File: src/rtl/rdma_pkg.sv
// rdma_pkg: shared CQE layout, completion status codes and IRQ coalescing states.
package rdma_pkg;
  localparam int CQE_W = 32;
  localparam int CQE_SEQ_LSB = 0;
  localparam int CQE_STAT_LSB = 24;
  localparam logic [3:0] CQ_ST_OK = 4'h0;
  localparam logic [3:0] CQ_ST_ERR = 4'h1;
  localparam logic [3:0] CQ_ST_FLUSH = 4'h2;
  typedef enum logic [1:0] {IRQ_IDLE, IRQ_ARMED, IRQ_FIRED} irq_state_e;
  function automatic logic [CQE_W-1:0] make_cqe(input logic [3:0] st, input logic [CQE_STAT_LSB-1:0] seq);
    return (CQE_W'(st) << CQE_STAT_LSB) | (CQE_W'(seq) << CQE_SEQ_LSB);
  endfunction
endpackage

File: src/rtl/rdma_cq_fifo.sv
// rdma_cq_fifo: first-word fall-through sync FIFO with occupancy count; push+pop at full is legal.
module rdma_cq_fifo #(
  parameter int DEPTH = 16,
  parameter int W = 32
) (
  input  logic                   clk,
  input  logic                   rst,
  input  logic                   push,
  input  logic                   pop,
  input  logic [W-1:0]           din,
  output logic [W-1:0]           dout,
  output logic                   full,
  output logic                   empty,
  output logic [$clog2(DEPTH):0] count
);
  localparam int AW = $clog2(DEPTH);
  logic [W-1:0] r_mem [DEPTH];
  logic [AW-1:0] r_wr, r_rd;
  logic [AW:0] r_count;
  logic w_push, w_pop;
  assign full = r_count == (AW+1)'(DEPTH);
  assign empty = r_count == '0;
  assign count = r_count;
  assign dout = r_mem[r_rd];
  // A pop frees the head slot this cycle, so a push at full can reuse it.
  assign w_pop = pop & ~empty;
  assign w_push = push & (~full | w_pop);
  always_ff @(posedge clk)
    if (w_push) r_mem[r_wr] <= din;
  always_ff @(posedge clk or posedge rst)
    if (rst) begin
      r_wr <= '0;
      r_rd <= '0;
      r_count <= '0;
    end else begin
      if (w_push) r_wr <= r_wr + AW'(1);
      if (w_pop) r_rd <= r_rd + AW'(1);
      r_count <= r_count + (AW+1)'(w_push) - (AW+1)'(w_pop);
    end
endmodule

File: src/rtl/rdma_cq_engine.sv
// rdma_cq_engine: sequences completions into a CQE ring, counts overflow drops,
// and coalesces host interrupts by threshold or timeout.
module rdma_cq_engine
  import rdma_pkg::*;
#(
  parameter int DEPTH = 16,
  parameter int COAL_THRESH = 4,
  parameter int COAL_TIMEOUT = 256,
  parameter int SEQ_W = 24
) (
  input  logic                   clk,
  input  logic                   rst,
  input  logic                   comp_valid,
  input  logic [3:0]             comp_status,
  output logic                   cqe_valid,
  input  logic                   cqe_ready,
  output logic [CQE_W-1:0]       cqe_data,
  output logic [$clog2(DEPTH):0] cq_count,
  output logic                   irq,
  input  logic                   irq_ack,
  output logic                   ovf,
  input  logic                   ovf_clr,
  output logic [15:0]            drop_cnt
);
  localparam int CW = $clog2(DEPTH) + 1;
  localparam int TW = $clog2(COAL_TIMEOUT + 1);
  localparam logic [TW-1:0] TMAX = TW'(COAL_TIMEOUT - 1);
  logic [SEQ_W-1:0] r_seq;
  logic [15:0] r_drop_cnt;
  logic r_ovf, r_irq;
  logic [TW-1:0] r_timer;
  irq_state_e r_state;
  logic w_full, w_empty, w_pop, w_drop, w_nz;
  logic [CQE_W-1:0] w_dout;
  assign w_pop = ~w_empty & cqe_ready;
  assign w_drop = comp_valid & w_full & ~w_pop;
  assign w_nz = cq_count != '0;
  rdma_cq_fifo #(.DEPTH(DEPTH), .W(CQE_W)) u_fifo (
    .clk(clk), .rst(rst), .push(comp_valid), .pop(cqe_ready),
    .din(make_cqe(comp_status, CQE_STAT_LSB'(r_seq))), .dout(w_dout),
    .full(w_full), .empty(w_empty), .count(cq_count)
  );
  assign cqe_valid = ~w_empty;
  assign cqe_data = w_empty ? '0 : w_dout;
  assign irq = r_irq;
  assign ovf = r_ovf;
  assign drop_cnt = r_drop_cnt;
  // Sequence advances on dropped completions too, so the host can see gaps.
  always_ff @(posedge clk or posedge rst)
    if (rst) begin
      r_seq <= '0;
      r_drop_cnt <= '0;
      r_ovf <= 1'b0;
    end else begin
      if (comp_valid) r_seq <= r_seq + SEQ_W'(1);
      if (w_drop && r_drop_cnt != 16'hFFFF) r_drop_cnt <= r_drop_cnt + 16'd1;
      r_ovf <= w_drop ? 1'b1 : ovf_clr ? 1'b0 : r_ovf;
    end
  always_ff @(posedge clk or posedge rst)
    if (rst) begin
      r_state <= IRQ_IDLE;
      r_timer <= '0;
      r_irq <= 1'b0;
    end else begin
      case (r_state)
        IRQ_IDLE:
          if (w_nz) begin
            r_state <= IRQ_ARMED;
            r_timer <= '0;
          end
        IRQ_ARMED:
          if (!w_nz) r_state <= IRQ_IDLE;
          else if (cq_count >= CW'(COAL_THRESH) || r_timer == TMAX) begin
            r_state <= IRQ_FIRED;
            r_irq <= 1'b1;
          end else r_timer <= r_timer + TW'(1);
        IRQ_FIRED:
          if (irq_ack) begin
            r_state <= w_nz ? IRQ_ARMED : IRQ_IDLE;
            r_timer <= '0;
            r_irq <= 1'b0;
          end
        default: begin
          r_state <= IRQ_IDLE;
          r_irq <= 1'b0;
        end
      endcase
    end
endmodule

File: config.mk
export PLATFORM = sky130hd
export DESIGN_NAME = rdma_cq_engine
export DESIGN_NICKNAME = d
export VERILOG_FILES = /design/src/rtl/rdma_pkg.sv /design/src/rtl/rdma_cq_fifo.sv /design/src/rtl/rdma_cq_engine.sv
export SDC_FILE = /design/constraint.sdc
export NUM_CORES = 1
export LEC_CHECK = 0
export BUFFER_PORTS_ARGS = -buffer_cell sky130_fd_sc_hd__clkbuf_2
export CORE_ASPECT_RATIO = 1.4
export CORE_UTILIZATION = 40
export DETAILED_ROUTE_END_ITERATION = 12
export PLACE_DENSITY = 0.65
export SLEW_MARGIN = 40
export SYNTH_ARGS = -nofsm -noshare
export SYNTH_HDL_FRONTEND = slang
export SYNTH_SLANG_ARGS = --single-unit
export TNS_END_PERCENT = 20
File: constraint.sdc
create_clock -name clk -period 6.2 [get_ports clk]
set_clock_uncertainty 0.2 [all_clocks]
set_input_delay 0.31 -clock clk [delete_from_list [all_inputs] [get_ports clk]]
set_output_delay 0.31 -clock clk [all_outputs]
set_load 0.005 [all_outputs]
==> After elaboration in Yosys (flattened, before gate mapping) <==
Memory sizes are Yosys's and may differ from the RTL's.
Index checks and enable logic that the tools add are counted.
{ "classes": {"addsub": 7, "order_cmp": 1, "eq_ne": 11, "mux": 20, "bitwise_logic": 10, "n_reduce_logical": 10} }
{ "op_table": {"columns": ["cell", "count"], "rows": [
  ["$mux 9", 4],
  ["$mux 32", 1],
  ["$or 28x24->28", 1],
  ["$pmux 9 s3", 1],
  ["$add 24x1->24 const B", 1],
  ["$add 16x1->16 const B", 1],
  ["$ne 16x16->1 const B", 1],
  ["$ne 2x2->1 const B", 5],
  ["$add 9x1->9 const B", 1],
  ["$eq 9x8->1 const B", 1],
  ["$add 4x1->4 const B", 2],
  ["$mux 1", 8],
  ["$mux 2", 4],
  ["$pmux 2 s3", 1],
  ["$add 5x1->5", 1],
  ["$eq 5x5->1 const B", 1],
  ["$ge 5x3->1 const B", 1],
  ["$logic_not 5->1", 1],
  ["$reduce_and 5->1", 1],
  ["$reduce_bool 5->1", 1],
  ["$sub 5x1->5", 1],
  ["$and 1x1->1", 4],
  ["$not 1->1", 4],
  ["$reduce_and 4->1", 1],
  ["other kinds (11)", 11]
]} }
{ "totals": {"register_bits": 66, "mem_bits_rw": 448, "output_inout_bits": 56, "elab_cells": 69, "n_memories": 1} }
{ "mem_list": {"columns": ["memory", "depth", "width", "rd", "rd_ports_with_merged_regs", "write_ports", "line_no", "rtl"], "rows": [
  ["u_fifo.r_mem", 16, 28, 1, 0, 1, "rdma_cq_fifo.sv:17", "logic [W-1:0] r_mem [DEPTH];"]
]} }

==> Logic depth before layout (Yosys ltp) <==
{ "logic_depth": {"depth_word": 7, "depth_mapped": 15} }

==> Modules after synthesis <==
A second synthesis with hierarchy kept.
{ "unflattened": {"cells_unflattened": 1290, "area_unflattened_um2": 23238.5} }
{ "modules_own_cells": {"columns": ["mod", "instances", "cells_each", "area_each_um2"], "rows": [
  ["rdma_cq_fifo", 1, 1007, 20378.3],
  ["rdma_cq_engine", 1, 283, 2860.2]
]} }

==> Worst setup path before layout <==
Ideal clock, no wire load.
{ "synth_timing": {"path_type": "reg2reg", "startpoint": "register u_fifo.r_count[2], in the netlist u_fifo.count[2]", "endpoint": "memory u_fifo.r_mem[3][0] in the netlist's numbering, enable pin", "setup_ns": 0.448, "arrival_ns": 3.252, "required_ns": 5.552, "slack_ns": 2.300, "path_stages_with_launch": 7, "n_path_buf": 0, "synth_period_minus_slack_ns": 3.900, "cell_sequence": "dfrtp_1 -> inv_1 -> ha_1 -> nor3b_4 -> a21boi_2 -> nand2_1 -> nor3_1"} }
{ "synth_between": {"elab_chain_cells": 7, "elab_cells_between_ends": 9} }
{ "synth_lines": {"columns": ["item", "line_no", "rtl"], "rows": [
  ["from (decl)", "rdma_cq_fifo.sv:19", "logic [AW:0] r_count;"],
  ["from (signal assigned)", "rdma_cq_fifo.sv:38", "r_count <= r_count + (AW+1)'(w_push) - (AW+1)'(w_pop);"],
  ["$logic_not 5->1", "rdma_cq_fifo.sv:22", "assign empty = r_count == '0;"],
  ["$not 1->1", "rdma_cq_fifo.sv:26", "assign w_pop = pop & ~empty;"],
  ["$and 1x1->1", "rdma_cq_fifo.sv:26", null],
  ["$or 1x1->1 (*)", "rdma_cq_fifo.sv:27", "assign w_push = push & (~full | w_pop);"],
  ["$and 1x1->1 (*)", "rdma_cq_fifo.sv:27", null],
  ["$mux 1 (*)", "rdma_cq_fifo.sv:29", "if (w_push) r_mem[r_wr] <= din;"],
  ["$mux 1 (implied by the code) (*)", "rdma_cq_fifo.sv:29", null],
  ["to (decl)", "rdma_cq_fifo.sv:17", null]
]} }
Mark *: on every way between the ends. The rest lies on a longest branch, timed or not.

==> Final worst setup path <==
{ "layout_timing": {"startpoint": "register u_fifo.r_rd[0]", "endpoint": "output port cqe_data[11]"} }
{ "layout_between": {"elab_chain_cells": 2} }
{ "layout_lines": {"columns": ["item", "line_no", "rtl"], "rows": [
  ["from (decl)", "rdma_cq_fifo.sv:18", "logic [AW-1:0] r_wr, r_rd;"],
  ["from (signal assigned)", "rdma_cq_fifo.sv:37", "if (w_pop) r_rd <= r_rd + AW'(1);"],
  ["$mem_v2 16x28", null, null],
  ["$mux 32", "rdma_cq_engine.sv:44", "assign cqe_data = w_empty ? '0 : w_dout;"],
  ["to (decl)", "rdma_cq_engine.sv:17", "output logic [CQE_W-1:0] cqe_data,"]
]} }
Every way passes these cells.

==> results.toml <==
[route]
first_pass_iters = 5
ant_nets = 0
wl_per_cell_um = 23.57
drtIter0Drc = 741
num_vias = 9882
wirelength_um = 42310
via_per_inst = 5.505
drc = 0

[critical_path]
crit_arrival_ps = 3160
cp_cell_sequence = "buf_12 -> buf_4 -> mux4_2 -> mux2i_1 -> o22ai_1 -> clkbuf_2"
crit_required_ps = 5690
cp_num_buf_inv = 3
cpMaxStageDelayCell = "dfrtp_4"
r2r_slack_ps = 3020
startpoint = "u_fifo.r_rd[0]"
r2r-start = "u_fifo.count[3]"
crit_path_max_fanout = 32
critPathTopFamily = "buffers and inverters"
setup.worst_path.start_class = "flip-flop"
crit_end = "cqe_data[11]"
worst-path-stages = 6
r2r_cells = 14
slowest_delay_ps = 640
end_kind = "output pin"
crit_type = "reg2out"
r2r-end = "u_fifo.count[4]"

[min_path]
min_path_type = "in2reg"
worstHoldStart = "cqe_ready"

[die]
std_cell_rows = 97
die_area_um2 = 52060
die_w_um = 193.1
ios = 66
initial_core_util_pct = 40.71
die_h_um = 269.6
fp.coreArea_um2 = 50250

[yosys]
synth_cell_type_count = 57
synth.most_common_cell = "edfxtp_1"
synth-edff-count = 448
synth-async-reset-ratio_pct = 12.84
syn_inst = 1022
synth-seq-area-share_pct = 73.84
synth_common_cells = "edfxtp_1, mux4_2, dfrtp_1"
yosysWarnings = 0
syn_area_um2 = 20450
synthTopCellsByArea = "edfxtp_1, mux4_2, dfrtp_1, mux2i_1, xnor2_1"
ys_ff_latch = 514
syn_avg_cell_area_um2 = 20.01
synth_top_area_cell = "edfxtp_1"
synth_top_area_share_pct = 65.77
synthFlopType = "edfxtp_1"

[final_layout]
multi_input_area_um2 = 5099
antenna-diode-count = 0
register_area_um2 = 15120
syn_to_final_growth_pct = 13.52
nFillCells = 4214
drive_gt1_share_pct = 26.48
fin_area_um2 = 23220
utilization_pct = 46.22
fin_nets = 1142
layout.cells.non_filler = 1795

[placement]
dp_hpwl_um = 22700
place_congestion = 0.7388
dpl_cell_area_um2 = 21610
portBuffers = 61
placed_cells = 1702

[power_and_ir_drop]
vdd_ir_drop_max_v = 0.0002379
pwr_density_cell_nw_per_um2 = 438.5
power.leakage_uw = 0.007806

[timing]
rsz0062_at_grt = "no"
slew_viol_final = 0
fin_setup_tns_ps = 0
relSlewSlack_pct = 44.85
tightestPinTransition_ps = 827.2
setup_viol = 0
finalCritPeriodShare_pct = 59.22
max_freq_mhz = 272.4
hold_viol = 0
fin_crit_ps = 3672

[grt]
grt_pass1_vias = 10450
grt_max_degree = 67
track_usage_pct = 16.68
antenna_found_initial = 0
overflow = 0
grt_pass1_wl_um = 64160

[clocking]
clk_latency_ps = 560
cts_setup_buffers = 0
cts_max_level = 2
cts_root_buffer = "clkbuf_16"
cts_buffer_depth = 3
clk_pin_slew_ps = 60
clock-sinks = 514
cts_buffers = 45
cts_tree = "yes"

[run]
cap_violations = 0

[status]
status = "finished, final reports clean"
## cell type report
class / count / area share [%]
tap: 643 / 3.465
inverter: 21 / 0.3395
clock buffer: 60 / 5.264
timing repair buffer: 94 / 2.646
clock inverter: 24 / 1.234
multi-input combinational: 439 / 21.96
sequential: 514 / 65.09
## state kept, by name, summed over array words and instances, names as in the netlist
| signal | flops |
|---|---|
| drop_cnt | 16 |
| irq | 1 |
| u_fifo.r_rd | 4 |
| u_fifo.r_wr | 4 |
| u_fifo.r_mem | 448 |
| r_timer | 9 |
| r_state | 2 |
| r_seq | 24 |
| u_fifo.count | 5 |
| ovf | 1 |
## tightest hold or removal path, delay by kind of cell
kind          cells  cell delay, ps
xor+xnor          1             100
buf+inv           1              90
simple gates      1             270
## kinds of logic (layout without fill, tap and decap cells)
kind of cell	after synthesis	count (layout)	synth area share, %
AOI/OAI and AO/OA	66	66	2.129
DFF	514	514	73.84
adders and majority gates	17	17	1.077
other	1	4	0.01833
and+or+nand+nor	133	133	3.750
xor gates and xnor gates	46	46	1.970
muxes	173	173	15.35
buffers and inverters	72	199	1.860
## cells in the final DEF (no fill, tap or decap), types with 9 or more instances in the layout
cell type | synthesis | layout
nand4_1 | 16 | 16
o22ai_1 | 29 | 29
xnor2_1 | 25 | 25
mux2i_1 | 58 | 58
clkbuf_16 | 0 | 45
buf_4 | 5 | 21
xor2_1 | 21 | 21
nor2_1 | 23 | 11
ha_1 | 16 | 16
mux4_2 | 112 | 112
clkbuf_2 | 0 | 61
dfrtp_1 | 66 | 63
nand2_1 | 26 | 26
a31oi_1 | 9 | 9
nand3_1 | 12 | 12
inv_1 | 19 | 18
edfxtp_1 | 448 | 448
clkbuf_1 | 10 | 11
nor2_4 | 0 | 12
## how the worst min path moves through the flow
stage / slack [ps] / to / depth (start not counted)
2_1_floorplan: 200 / r_state[1] / 1
3_5_place_dp: 290 / drop_cnt[6] / 1
3_3_place_gp: 290 / r_timer[6] / 1
4_1_cts: 40 / u_fifo.r_rd[0] / 3
5_1_grt: 90 / u_fifo.r_rd[0] / 3
6_report: 60 / u_fifo.r_rd[0] / 3
## per-stage QoR
step / hold WS (ps) / setup slack (ps) / power [uW]
floorplan: 196.3 / 2300 / 6491
global placement: 288.8 / 2827 / 7384
detailed placement: 287.4 / 2857 / 7454
CTS: 40.61 / 2269 / 10290
global route: 92.81 / 2297 / 10630
finish: 57.03 / 2528 / 10180
## where the power goes
group	internal [uW]	total (uW)	switching, uW
registers	4250	4660	411
logic	1260	2680	1420
clock network	1610	2850	1240
## what timing repair did
action                                 in CTS  in global routing
endpoints found under the hold margin     135                  0
hold buffers                                8                  0
gates resized for setup                     0                  0
## layer usage
layer  routed length (um)  global-route usage (%)  vias up
met2                22470                   29.33      215
li1                     -                       -     4331
met5                    0                       0        -
met4                 1056                   5.016        0
met1                16970                   21.14     5270
met3                 1814                   2.343       66
Note: power is estimated with default switching activity, not from simulation.
